[config.mk]
export PLATFORM = sky130hd
export DESIGN_NAME = phased_way_select_flat
export DESIGN_NICKNAME = d
export VERILOG_FILES = /design/src/rtl/phased_cache_pkg.sv /design/src/rtl/phased_way_select_if.sv /design/src/rtl/rr_victim_table.sv /design/src/rtl/phased_way_select.sv /design/src/flat_wrapper.sv
export SDC_FILE = /design/constraint.sdc
export NUM_CORES = 1
export LEC_CHECK = 0
export BUFFER_PORTS_ARGS = -buffer_cell sky130_fd_sc_hd__buf_2
export CORE_UTILIZATION = 45
export DETAILED_ROUTE_END_ITERATION = 8
export GPL_TIMING_DRIVEN = 0
export PLACE_DENSITY = 0.59
export SYNTH_ARGS = -nofsm -noshare
export SYNTH_HDL_FRONTEND = slang
export SYNTH_SLANG_ARGS = --single-unit
[constraint.sdc]
create_clock -name clk -period 5.2 [get_ports clk]
set_clock_uncertainty 0.05 [all_clocks]
set_input_delay 0.52 -clock clk [delete_from_list [all_inputs] [get_ports clk]]
set_output_delay 0.52 -clock clk [all_outputs]
set_load 0.005 [all_outputs]
[src/rtl/phased_cache_pkg.sv]
// rtl/phased_cache_pkg.sv - shared types, widths and hit-vector decode for the phased cache way select
package phased_cache_pkg;

   localparam int WAY_BITS = 3;
   localparam int NUM_WAYS = 8;

   typedef enum logic [1:0] {
      IDLE = 2'd0,
      TAG  = 2'd1,
      MISS = 2'd2,
      DATA = 2'd3
   } state_e;

   typedef struct packed {
      logic [WAY_BITS-1:0] idx;
      logic                multi;
   } hit_dec_t;

   // Lowest set bit wins so a corrupted multi-hit still resolves deterministically.
   function automatic hit_dec_t onehot_lowest_to_idx(input logic [NUM_WAYS-1:0] vec);
      hit_dec_t res;
      res.idx   = '0;
      res.multi = ((vec & (vec - 1'b1)) != '0);
      for (int i = NUM_WAYS - 1; i >= 0; i--) begin
         if (vec[i]) begin
            res.idx = WAY_BITS'(i);
         end
      end
      return res;
   endfunction

endpackage

[src/rtl/phased_way_select_if.sv]
// rtl/phased_way_select_if.sv - request, tag, fill and data-way signals between requester/arrays and the way select
interface phased_way_select_if
   import phased_cache_pkg::*;
#(
   parameter int SET_BITS = 6
);
   logic                req_valid;
   logic                req_ready;
   logic                req_write;
   logic [SET_BITS-1:0] req_set;
   logic                tag_rd_en;
   logic [NUM_WAYS-1:0] tag_hit;
   logic                miss_req;
   logic [WAY_BITS-1:0] miss_way;
   logic                fill_done;
   logic                way_en;
   logic [WAY_BITS-1:0] way_idx;
   logic                data_we;
   logic                resp_valid;
   logic                resp_hit;
   logic                multi_hit_err;

   modport master (
      output req_valid, req_write, req_set, tag_hit, fill_done,
      input  req_ready, tag_rd_en, miss_req, miss_way, way_en, way_idx,
             data_we, resp_valid, resp_hit, multi_hit_err
   );

   modport slave (
      input  req_valid, req_write, req_set, tag_hit, fill_done,
      output req_ready, tag_rd_en, miss_req, miss_way, way_en, way_idx,
             data_we, resp_valid, resp_hit, multi_hit_err
   );
endinterface

[src/rtl/rr_victim_table.sv]
// rtl/rr_victim_table.sv - per-set round-robin victim pointers, one read port and one increment port
module rr_victim_table
   import phased_cache_pkg::*;
#(
   parameter int SET_BITS = 6
) (
   input  logic                i_clk,
   input  logic                i_reset,
   input  logic [SET_BITS-1:0] i_rd_set,
   output logic [WAY_BITS-1:0] o_rd_ptr,
   input  logic                i_inc,
   input  logic [SET_BITS-1:0] i_inc_set
);
   logic [WAY_BITS-1:0] r_ptr [2**SET_BITS];

   assign o_rd_ptr = r_ptr[i_rd_set];

   // 3-bit add wraps 7 back to 0 on its own.
   always_ff @(posedge i_clk) begin
      if (i_reset) begin
         for (int i = 0; i < 2**SET_BITS; i++) begin
            r_ptr[i] <= '0;
         end
      end else if (i_inc) begin
         r_ptr[i_inc_set] <= r_ptr[i_inc_set] + 1'b1;
      end
   end
endmodule

[src/rtl/phased_way_select.sv]
// rtl/phased_way_select.sv - two-phase tag/data control with round-robin miss victim and fill handshake
module phased_way_select
   import phased_cache_pkg::*;
#(
   parameter int SET_BITS = 6,
   parameter int NUM_WAYS = 8
) (
   input  logic               clk,
   input  logic               reset,
   phased_way_select_if.slave bus
);
   if (NUM_WAYS != phased_cache_pkg::NUM_WAYS) begin : g_num_ways_fixed
      $error("phased_way_select: NUM_WAYS is tied to the 3-to-8 data-way decoder and must be 8");
   end

   state_e              r_state;
   logic [SET_BITS-1:0] r_set;
   logic                r_write;
   logic                r_tag_rd_en;
   logic                r_miss_req;
   logic [WAY_BITS-1:0] r_miss_way;
   logic                r_way_en;
   logic [WAY_BITS-1:0] r_way_idx;
   logic                r_data_we;
   logic                r_resp_valid;
   logic                r_resp_hit;
   logic                r_multi_hit_err;

   logic [WAY_BITS-1:0] w_rr_ptr;
   logic                w_rr_inc;
   hit_dec_t            w_hit_dec;

   assign w_hit_dec = onehot_lowest_to_idx(bus.tag_hit);
   assign w_rr_inc  = (r_state == MISS) && bus.fill_done;

   rr_victim_table #(.SET_BITS(SET_BITS)) u_rr_victim_table (
      .i_clk     (clk),
      .i_reset   (reset),
      .i_rd_set  (r_set),
      .o_rd_ptr  (w_rr_ptr),
      .i_inc     (w_rr_inc),
      .i_inc_set (r_set)
   );

   always_ff @(posedge clk) begin
      if (reset) begin
         r_state         <= IDLE;
         r_set           <= '0;
         r_write         <= 1'b0;
         r_tag_rd_en     <= 1'b0;
         r_miss_req      <= 1'b0;
         r_miss_way      <= '0;
         r_way_en        <= 1'b0;
         r_way_idx       <= '0;
         r_data_we       <= 1'b0;
         r_resp_valid    <= 1'b0;
         r_resp_hit      <= 1'b0;
         r_multi_hit_err <= 1'b0;
      end else begin
         // Strobes default low; way_idx, miss_way and resp_hit hold.
         r_tag_rd_en  <= 1'b0;
         r_way_en     <= 1'b0;
         r_data_we    <= 1'b0;
         r_resp_valid <= 1'b0;
         unique case (r_state)
            IDLE: begin
               if (bus.req_valid) begin
                  r_set       <= bus.req_set;
                  r_write     <= bus.req_write;
                  r_tag_rd_en <= 1'b1;
                  r_state     <= TAG;
               end
            end
            TAG: begin
               if (bus.tag_hit != '0) begin
                  r_way_idx    <= w_hit_dec.idx;
                  r_resp_hit   <= 1'b1;
                  r_way_en     <= 1'b1;
                  r_data_we    <= r_write;
                  r_resp_valid <= 1'b1;
                  if (w_hit_dec.multi) begin
                     r_multi_hit_err <= 1'b1;
                  end
                  r_state <= DATA;
               end else begin
                  r_miss_way <= w_rr_ptr;
                  r_miss_req <= 1'b1;
                  r_state    <= MISS;
               end
            end
            MISS: begin
               if (bus.fill_done) begin
                  r_way_idx    <= r_miss_way;
                  r_miss_req   <= 1'b0;
                  r_resp_hit   <= 1'b0;
                  r_way_en     <= 1'b1;
                  r_data_we    <= r_write;
                  r_resp_valid <= 1'b1;
                  r_state      <= DATA;
               end
            end
            DATA: begin
               r_state <= IDLE;
            end
            default: begin
               r_state <= IDLE;
            end
         endcase
      end
   end

   assign bus.req_ready     = (r_state == IDLE);
   assign bus.tag_rd_en     = r_tag_rd_en;
   assign bus.miss_req      = r_miss_req;
   assign bus.miss_way      = r_miss_way;
   assign bus.way_en        = r_way_en;
   assign bus.way_idx       = r_way_idx;
   assign bus.data_we       = r_data_we;
   assign bus.resp_valid    = r_resp_valid;
   assign bus.resp_hit      = r_resp_hit;
   assign bus.multi_hit_err = r_multi_hit_err;
endmodule

[src/flat_wrapper.sv]
// flat-port wrapper written by rule: the top's interface ports become plain ports
module phased_way_select_flat import phased_cache_pkg::*;
#(
   parameter int SET_BITS = 6,
   parameter int NUM_WAYS = 8
)
  (clk, reset, bus_req_valid, bus_req_write, bus_req_set, bus_tag_hit, bus_fill_done, bus_req_ready, bus_tag_rd_en, bus_miss_req, bus_miss_way, bus_way_en, bus_way_idx, bus_data_we, bus_resp_valid, bus_resp_hit, bus_multi_hit_err);
  phased_way_select_if #(.SET_BITS(SET_BITS)) bus_i ();
  input  logic clk;
  input  logic reset;
  input wire logic [$bits(bus_i.req_valid)-1:0] bus_req_valid;
  input wire logic [$bits(bus_i.req_write)-1:0] bus_req_write;
  input wire logic [$bits(bus_i.req_set)-1:0] bus_req_set;
  input wire logic [$bits(bus_i.tag_hit)-1:0] bus_tag_hit;
  input wire logic [$bits(bus_i.fill_done)-1:0] bus_fill_done;
  output wire logic [$bits(bus_i.req_ready)-1:0] bus_req_ready;
  output wire logic [$bits(bus_i.tag_rd_en)-1:0] bus_tag_rd_en;
  output wire logic [$bits(bus_i.miss_req)-1:0] bus_miss_req;
  output wire logic [$bits(bus_i.miss_way)-1:0] bus_miss_way;
  output wire logic [$bits(bus_i.way_en)-1:0] bus_way_en;
  output wire logic [$bits(bus_i.way_idx)-1:0] bus_way_idx;
  output wire logic [$bits(bus_i.data_we)-1:0] bus_data_we;
  output wire logic [$bits(bus_i.resp_valid)-1:0] bus_resp_valid;
  output wire logic [$bits(bus_i.resp_hit)-1:0] bus_resp_hit;
  output wire logic [$bits(bus_i.multi_hit_err)-1:0] bus_multi_hit_err;
  assign bus_i.req_valid = bus_req_valid;
  assign bus_i.req_write = bus_req_write;
  assign bus_i.req_set = bus_req_set;
  assign bus_i.tag_hit = bus_tag_hit;
  assign bus_i.fill_done = bus_fill_done;
  assign bus_req_ready = bus_i.req_ready;
  assign bus_tag_rd_en = bus_i.tag_rd_en;
  assign bus_miss_req = bus_i.miss_req;
  assign bus_miss_way = bus_i.miss_way;
  assign bus_way_en = bus_i.way_en;
  assign bus_way_idx = bus_i.way_idx;
  assign bus_data_we = bus_i.data_we;
  assign bus_resp_valid = bus_i.resp_valid;
  assign bus_resp_hit = bus_i.resp_hit;
  assign bus_multi_hit_err = bus_i.multi_hit_err;
  phased_way_select #(.SET_BITS(SET_BITS), .NUM_WAYS(NUM_WAYS)) u_core (.clk(clk), .reset(reset), .bus(bus_i));
endmodule
==> results of run 1 <==
==> Yosys cell counts (2+ instances only) <==
cell / instances / area, µm²
clkinv_1: 2 / 7.51
o22ai_1: 3 / 18.8
and2_1: 2 / 12.5
edfxtp_1: 192 / 5770
o21ai_0: 4 / 20.0
a21oi_1: 15 / 75.1
o211ai_1: 2 / 15.0
a211oi_1: 7 / 52.6
nor3_1: 9 / 45.0
nand2b_1: 68 / 425
a221oi_1: 2 / 17.5
nand3_1: 11 / 55.1
inv_1: 7 / 26.3
mux2i_1: 23 / 230
o22a_1: 2 / 17.5
nor2b_1: 3 / 18.8
o21a_1: 3 / 22.5
nand2_1: 104 / 390
and3b_1: 2 / 17.5
maj3_1: 2 / 20.0
buf_2: 16 / 80.1
dfxtp_1: 27 / 541
nor3b_1: 3 / 22.5
ha_1: 4 / 50.1
nor4_1: 3 / 18.8
or3_1: 2 / 12.5
clkbuf_1: 46 / 173
nand4_1: 4 / 25.0
mux4_2: 41 / 923
and3_1: 70 / 438
a22oi_1: 2 / 15.0
buf_6: 7 / 78.8
nor2_1: 155 / 582
buf_1: 2 / 7.51
==> state kept, by name (all words and copies together) (netlist names), 2 cells and up, named ones only <==
name and cells:
u_core.bus.way_idx 3, u_core.bus.miss_way 3, u_core.r_set 6, u_core.r_state 2, u_core.u_rr_victim_table.r_ptr 192
==> where the power goes <==
group,total [mW],internal (mW),switching (mW)
logic,1.63,0.492,1.14
clock network,1.71,1.03,0.681
registers,2.06,2.01,0.0527
==> worst max-delay path by stage <==
stage / start / end / cells after the start
5_1_grt: flip-flop / u_core.u_rr_victim_table.r_ptr[25][1] / 12
2_1_floorplan: flip-flop / u_core.u_rr_victim_table.r_ptr[4][2] / 12
6_report: flip-flop / u_core.u_rr_victim_table.r_ptr[6][1] / 12
4_1_cts: flip-flop / u_core.u_rr_victim_table.r_ptr[7][1] / 12
3_5_place_dp: flip-flop / u_core.u_rr_victim_table.r_ptr[7][1] / 13
3_3_place_gp: flip-flop / u_core.u_rr_victim_table.r_ptr[7][1] / 13
==> stage by stage <==
step | cell area (µm²) | utilization, % | hold slack [ns] | total power [mW] | setup slack [ns]
6_report | 11700 | 51.9 | 0.215 | 5.40 | 0.207
5_1_grt | 11700 | 51.9 | 0.222 | 5.61 | 0.0772
4_1_cts | 11700 | 51.9 | 0.201 | 5.40 | 0.301
3_5_place_dp | 11000 | 48.4 | 0.405 | 3.70 | -0.0833
3_3_place_gp | 10900 | 48.2 | 0.399 | 3.70 | -0.0624
2_1_floorplan | 10400 | - | 0.387 | 3.10 | 1.96
==> layout by cell type, fill, tap and decap left out, drive strengths merged, types with 2 or more instances in the layout <==
cell,count
edfxtp,192
nor2,155
nand2,104
clkbuf,82
and3,70
nand2b,68
buf,59
mux4,41
dfxtp,27
mux2i,23
a21oi,15
nand3,11
nor3,9
inv,7
a211oi,7
clkinv,7
nand4,4
o21ai,4
ha,4
nor2b,3
o22ai,3
nor4,3
nor3b,3
o21a,3
o22a,2
and2,2
o211ai,2
and3b,2
or3,2
a221oi,2
a22oi,2
maj3,2
bufinv,2
o311ai,2
==> critical path: stages, from the launching register on <==
cell and delay (ns):
dfxtp_1 0.50, buf_6 0.28, buf_2 0.39, buf_2 0.46, mux4_2 0.58, mux2i_1 0.15, mux2i_1 0.12, o2111ai_1 0.30
o21ai_0 0.38, ha_1 0.40, buf_1 0.48, clkbuf_1 0.48, and3_1 0.24
==> cell type report <==
class	instances	share of cell area [%]
diodes	1	0.0213
plain buffers	71	2.92
clock buffers	37	6.03
clock inverters	7	0.703
inverters	9	0.288
multi-input cells	564	31.8
flip-flops and latches	219	53.7
well taps	285	3.04
repair buffers	33	1.51
==> per-layer routing <==
metal / wire [µm] / vias up / global-route usage (%)
li1: - / 3229 / -
met1: 12800 / 3515 / 37.3
met2: 13600 / 345 / 40.9
met3: 3130 / 51 / 6.34
met4: 639 / 2 / 6.95
met5: 13 / - / 0
==> kinds of logic (layout without fill, tap and decap cells) <==
| logic type | Yosys count | after routing |
|---|---|---|
| AOI/OAI and AO/OA | 52 | 52 |
| xor gates and xnor gates | 1 | 1 |
| adders and majority gates | 6 | 6 |
| buffers and inverters | 81 | 157 |
| DFF | 219 | 219 |
| muxes | 65 | 65 |
| other | 0 | 1 |
| and+or+nand+nor | 440 | 440 |
==> timing repair <==
| action | 4_1_cts | 5_1_grt |
|---|---|---|
| hold buffers | 0 | 0 |
| setup endpoints to repair | 41 | 0 |
| endpoints found under the hold margin | 0 | 0 |
==> flow_summary.toml, run 1 <==
[yosys]
synth-simple-area-share_pct = 20.1
yosysWarnings = 0
synth_xor_area_share_pct = 0.264
synth_fa_ha_area_share_pct = 0.673
ys_seq_area_share_pct = 60.6
synth_compound_area_share_pct = 3.53
yosysUniqueCellTypes = 53
synth_mux_area_share_pct = 11.2
syn_inst = 864
ys_ff_latch = 219
postSynthAreaPerCell_um2 = 12.0
synth_top_family_by_area = "simple AND/OR/NAND/NOR gates"
synth_edf_count = 192
synthesis.area_um2 = 10400
synthArstFlopShare_pct = 0
syn-num-nets = 887
ys.flop_type = "edfxtp_1"

[die]
die_y_um = 154
design.portCount = 33
rows = 55
initial_core_util_pct = 46.0
fp.dieW_um = 154
die-area_um2 = 23700
core-area_um2 = 22600

[global_route]
grt.overflow.total = 0
grt_max_degree = 20
gr-usage-all-layers_pct = 26.4
antenna_found_initial = 3
grt_pass1_wl_mm = 45.1
first_global_vias = 7063

[drt]
vias = 7142
antenna_left = 0
routedWlPerCell_um = 24.6
finalWirelength_mm = 30.2
drt-pass1-iter-count = 5
viasPerCell = 5.83
drc = 0
drt_iter0_drc = 862

[setup_path]
path_max_fanout = 10
cp-end-kind = "flip-flop"
rr_worst_depth = 12
path_class = "flip-flop to flip-flop"
arrival_ns = 5.32
timing.rr.end = "u_core.u_rr_victim_table.r_ptr[6][1]"
startpoint_type = "flip-flop"
r2r_slack_ns = 0.21
required_ns = 5.52

[flow_run]
drv_cap = 0

[worst_hold_path]
holdCritStartpoint = "bus_req_set[2]"
worstHoldEndpoint = "u_core.r_set[2]"
hold_depth = 3
hold_class = "primary input to flip-flop"

[status]
status = "finished clean"

[cts]
cts_tree = "built"
cts_buffers = 24
ctsResizeCount = 0
clock_tree.root_cell = "clkbuf_16"
clkTransAtPathRegs_ns = 0.06
clock_latency_ns = 0.52
post_cts_buffers = 0
cts.htree.levels = 1
cts_buffer_depth = 3
cts.sinks = 219

[pwr]
leakage_nw = 4.50
ir_drop_mv = 0.258
powerDensity_nw_per_um2 = 460

[timing]
max_freq_mhz = 200
tightest_slew_ns = 1.16
hold_violations = 0
drv_slew = 0
fin_tns_setup_ns = 0
setup_viol = 0
relSlewSlack_pct = 22.7
rsz0062_at_grt = "no"
min_period_ns = 4.99
period_share_pct = 96.0

[final_layout]
seq_area_um2 = 6310
multi_input_area_um2 = 3730
area_growth_pct = 12.8
drive_gt1_share_pct = 14.8
final_cells = 1226
final_nets = 945
fill_cells = 1962

[placed_design]
dp.cells = 1182
io_buffers = 31
hpwlAfterDp_mm = 20.9
routabilityCongestion = 0.876
Power figures use the tool's default switching activity.
==> run 2, diff against run 1 <==
--- a/config.mk
+++ b/config.mk
@@ -7,6 +7,7 @@
 export LEC_CHECK = 0
 export BUFFER_PORTS_ARGS = -buffer_cell sky130_fd_sc_hd__buf_2
 export CORE_UTILIZATION = 45
+export CTS_BUF_LIST = sky130_fd_sc_hd__clkbuf_4
 export DETAILED_ROUTE_END_ITERATION = 8
 export GPL_TIMING_DRIVEN = 0
 export PLACE_DENSITY = 0.59
==> flow_summary.toml, run 2 (same netlist as run 1, synthesis figures left out) <==
[global_route]
grt_pass1_wl_mm = 45.6
grt.overflow.total = 0
grt_max_degree = 20
first_global_vias = 7334
antenna_found_initial = 4
gr-usage-all-layers_pct = 26.9

[final_layout]
largest_register_ffs = 192
fin_util_pct = 51.7
final_cell_area_um2 = 11700
drive_gt1_share_pct = 20.1
reg_top3 = "u_core.u_rr_victim_table.r_ptr: 192 flops, u_core.r_set: 6 flops"
final_common_cell = "edfxtp_1"
area_growth_pct = 12.5
final_cell_mix = "192 x edfxtp_1, 155 x nor2_1, 104 x nand2_1"
largest_register = "u_core.u_rr_victim_table.r_ptr"
final_nets = 979

[setup_path]
startpoint_type = "flip-flop"
cp_num_buf_inv = 5
crit_path_top_delay_cell = "mux4_2"
cp_top_family = "buffers and inverters"
path_class = "flip-flop to flip-flop"
path_max_fanout = 10
arrival_ns = 5.46
cp-end-kind = "flip-flop"
critical_path.max_stage_delay_ns = 0.58
crit_chain = "buf_6, buf_2, buf_2, mux4_2, mux2i_1, mux2i_1, o2111ai_1, o21ai_0, ha_1, buf_1, clkbuf_1, and3_1"
required_ns = 5.66
r2r_slack_ns = 0.20

[cts]
cts_buffers = 57
post_cts_buffers = 0
clkTransAtPathRegs_ns = 0.07
cts_buffer_depth = 3
clock_tree.root_cell = "clkbuf_4"
cts.htree.levels = 2
ctsResizeCount = 0
cts.sinks = 219
cts_tree = "built"
clock_latency_ns = 0.70

[drt]
drt-pass1-iter-count = 5
vias = 7429
wl_met2_mm = 14.0
antenna_left = 0
routedWlPerCell_um = 23.8
viasPerCell = 5.77
wirelength_met1_mm = 12.6
finalWirelength_mm = 30.6
drc = 0
highest_layer = "met4"
met3WireLength_mm = 3.23
drt_iter0_drc = 786

[worst_hold_path]
holdCritStartpoint = "bus_req_set[2]"
hold_class = "primary input to flip-flop"

[timing]
period_share_pct = 96.1
rsz0062_at_grt = "no"
max_freq_mhz = 200
min_period_ns = 5.00
hold_violations = 0
drv_slew = 0
tightest_slew_ns = 1.19
relSlewSlack_pct = 20.4
setup_viol = 0

[pwr]
combPwrFrac_pct = 31.4
switching_share_pct = 36.4
p_total_mw = 5.21
p_sw_mw = 1.90
leakage_nw = 4.57
clkPwrFrac_pct = 29.1
p_int_mw = 3.31
powerDensity_nw_per_um2 = 445
ir_drop_mv = 0.247
p_seq_share_pct = 39.5

[status]
status = "finished clean"

[placed_design]
hpwlAfterDp_mm = 20.9
io_buffers = 31
placed_cell_area_um2 = 11000
routabilityCongestion = 0.876

[die]
initial_core_util_pct = 46.0
die-area_um2 = 23700
core-area_um2 = 22600
fp.dieW_um = 154
rows = 55
die_y_um = 154
design.portCount = 33

[flow_run]
drv_cap = 0
[run 2: power groups by stage]
stage | registers, mW | clock network (mW) | logic (mW)
3_3_place_gp | 2.09 | 0 | 1.61
4_1_cts | 2.06 | 1.54 | 1.61
6_report | 2.06 | 1.52 | 1.64
5_1_grt | 2.07 | 1.63 | 1.74
2_1_floorplan | 2.08 | 0 | 1.02
3_5_place_dp | 2.09 | 0 | 1.61
[run 2: worst reg2reg max path: cells and delay by family, from the launching register on]
family,cells,cell delay (ns)
buffers and inverters,5,2.14
AO/OA/AOI/OAI,2,0.66
multiplexers,3,0.86
adder cells (fa/ha/maj),1,0.42
flip-flops,1,0.49
AND/OR/NAND/NOR,1,0.23
[run 2: worst paths after layout]
kind / end / cells after the start
setup / recovery: u_core.u_rr_victim_table.r_ptr[8][1] / 12
hold / removal: u_core.r_set[2] / 3
setup reg to reg: u_core.u_rr_victim_table.r_ptr[8][1] / 12
hold reg to reg: u_core.r_write / 2
[run 2: cell type report]
type / count / area (µm²)
inverters: 9 / 33.8
multi-input cells: 564 / 3730
repair buffers: 34 / 188
clock inverters: 7 / 31.3
clock buffers: 95 / 713
flip-flops and latches: 219 / 6310
diodes: 3 / 7.51
fillers: 1986 / 10900
plain buffers: 71 / 343
well taps: 285 / 357
[run 2: timing repair]
action / 4_1_cts / 5_1_grt
setup endpoints to repair: 40 / 0
endpoints found under the hold margin: 1 / 0
hold buffers: 1 / 0
[run 2: stage by stage]
step	setup TNS, ns	setup WS (ns)	hold slack, ns	std cells
floorplan	0	1.96	0.387	864
global placement	-1.23	-0.0624	0.399	1180
detailed placement	-1.17	-0.0833	0.405	1182
CTS	0	0.321	0.00792	1284
global route	0	0.104	0.0460	1285
finish	0	0.201	0.0533	1287
[run 2: routing by layer]
layer	vias up	GRT usage (%)
met5	-	0
met4	0	9.48
met3	71	7.13
met2	410	41.3
met1	3622	36.8
li1	3326	-
==> run 3, diff against run 2 <==
==> constraint.sdc (replaced) <==
create_clock -name clk -period 5.65 [get_ports clk]
set_clock_uncertainty 0.05 [all_clocks]
set_input_delay 0.565 -clock clk [delete_from_list [all_inputs] [get_ports clk]]
set_output_delay 0.565 -clock clk [all_outputs]
set_load 0.005 [all_outputs]
==> flow_summary.toml, run 3 (same netlist as run 1, synthesis figures left out) <==
[status]
status = "finished clean"

[timing]
drv_slew = 0
fin_tns_setup_ns = 0
period_share_pct = 96.5
setup_viol = 0
min_period_ns = 5.45
relSlewSlack_pct = 22.5
worst_slack_ns = 0.199
rsz0062_at_grt = "no"
max_freq_mhz = 183
hold_violations = 0
tightest_slew_ns = 1.16

[setup_path]
rr_worst_depth = 13
arrival_ns = 5.93
timing.rr.end = "u_core.u_rr_victim_table.r_ptr[8][1]"
crit_top_cell = "buf_2"
cp_num_buf_inv = 6
cp_top_family = "buffers and inverters"
required_ns = 6.13
critical_path.max_stage_delay_ns = 0.75
r2r_slack_ns = 0.20
cp-end-kind = "flip-flop"
crit_chain = "buf_2, buf_2, clkbuf_1, buf_2, mux4_2, mux2i_1, mux2i_1, o2111ai_1, o21ai_0, ha_1, buf_1, clkbuf_1, and3_1"
path_max_fanout = 10
crit_path_top_delay_cell = "clkbuf_1"
path_class = "flip-flop to flip-flop"
startpoint_type = "flip-flop"

[cts]
clock_latency_ns = 0.71
clock_tree.root_cell = "clkbuf_4"
cts_tree = "built"
cts_buffers = 57
cts.htree.levels = 2
post_cts_buffers = 0
cts_buffer_depth = 3
cts_hold_buf = 0
ctsResizeCount = 0
cts.sinks = 219
clkTransAtPathRegs_ns = 0.06

[drt]
drt-pass1-iter-count = 5
antenna_left = 0
drc = 0
vias = 7466
finalWirelength_mm = 30.8
routedWlPerCell_um = 23.9
viasPerCell = 5.80
drt_iter0_drc = 802

[global_route]
grt_pass1_wl_mm = 45.6
antenna_found_initial = 4
grt.overflow.total = 0
gr-usage-all-layers_pct = 26.9
grt_max_degree = 16
first_global_vias = 7318

[die]
rows = 55
core-area_um2 = 22600
design.portCount = 33
fp.dieW_um = 154
initial_core_util_pct = 46.0
die_y_um = 154
die-area_um2 = 23700

[worst_hold_path]
holdCritStartpoint = "bus_req_write"
worstHoldEndpoint = "u_core.r_write"
hold_depth = 3
hold_class = "primary input to flip-flop"

[final_layout]
final_nets = 979
area_growth_pct = 12.5
fin_util_pct = 51.7
fill_cells = 1989
largest_register_ffs = 192
multi_input_area_um2 = 3730
drive_gt1_share_pct = 20.1
final_cell_mix = "192 x edfxtp_1, 155 x nor2_1, 104 x nand2_1"
reg_top3 = "u_core.u_rr_victim_table.r_ptr: 192 flops, u_core.r_set: 6 flops"
largest_register = "u_core.u_rr_victim_table.r_ptr"
seq_area_um2 = 6310
final_common_cell = "edfxtp_1"
final_cells = 1287

[pwr]
ir_drop_mv = 0.227
leakage_nw = 4.56
powerDensity_nw_per_um2 = 410

[placed_design]
hpwlAfterDp_mm = 20.9
io_buffers = 31
place_ws_ns = 0.367
dp.cells = 1182
routabilityCongestion = 0.876

[flow_run]
drv_cap = 0
==> run 3: cell count changes in the layout (fill, tap and decap cells not counted) <==
cell,delta
dlygate4sd3_1,-1
clkbuf_1,+1
==> run 3: worst max path at each step <==
stage	to	cells after the start
after detailed placement	u_core.u_rr_victim_table.r_ptr[7][1]	13
final	u_core.u_rr_victim_table.r_ptr[8][1]	13
after floorplan	u_core.u_rr_victim_table.r_ptr[4][2]	12
after global routing	u_core.u_rr_victim_table.r_ptr[23][1]	13
after CTS	u_core.u_rr_victim_table.r_ptr[8][1]	13
after global placement	u_core.u_rr_victim_table.r_ptr[7][1]	13
==> run 3: area by class of cell <==
type                    instances  share of cell area (%)
plain buffers                  72                    2.96
flip-flops and latches        219                    53.9
clock inverters                 7                   0.267
clock buffers                  95                    6.09
diodes                          3                  0.0641
well taps                     285                    3.05
repair buffers                 33                    1.52
inverters                       9                   0.289
multi-input cells             564                    31.9
==> run 3: through the flow <==
step | power [mW] | area (µm²) | hold WS, ns
2_1_floorplan | 2.85 | 10400 | 0.387
3_3_place_gp | 3.41 | 10900 | 0.399
3_5_place_dp | 3.41 | 11000 | 0.405
4_1_cts | 4.80 | 11700 | 0.0235
5_1_grt | 5.01 | 11700 | 0.0686
6_report | 4.80 | 11700 | 0.0626
==> run 3: worst min-delay path: cells and delay by family <==
family / cells / cell delay (ns)
and+or+nand+nor: 1 / 0.05
AOI/OAI and AO/OA: 1 / 0.05
buffers and inverters: 1 / 0.10
==> run 3: power breakdown <==
part	switching, mW	internal (mW)
Clock	0.651	0.750
Combinational	1.05	0.454
Sequential	0.0481	1.85
==> run 3: per-layer routing <==
metal	wire, µm	global-route usage, %	vias to the layer above
met3	3010	6.85	79
met4	864	9.38	0
li1	-	-	3331
met1	12900	37.2	3643
met2	13900	41.4	413
met5	0	0	-
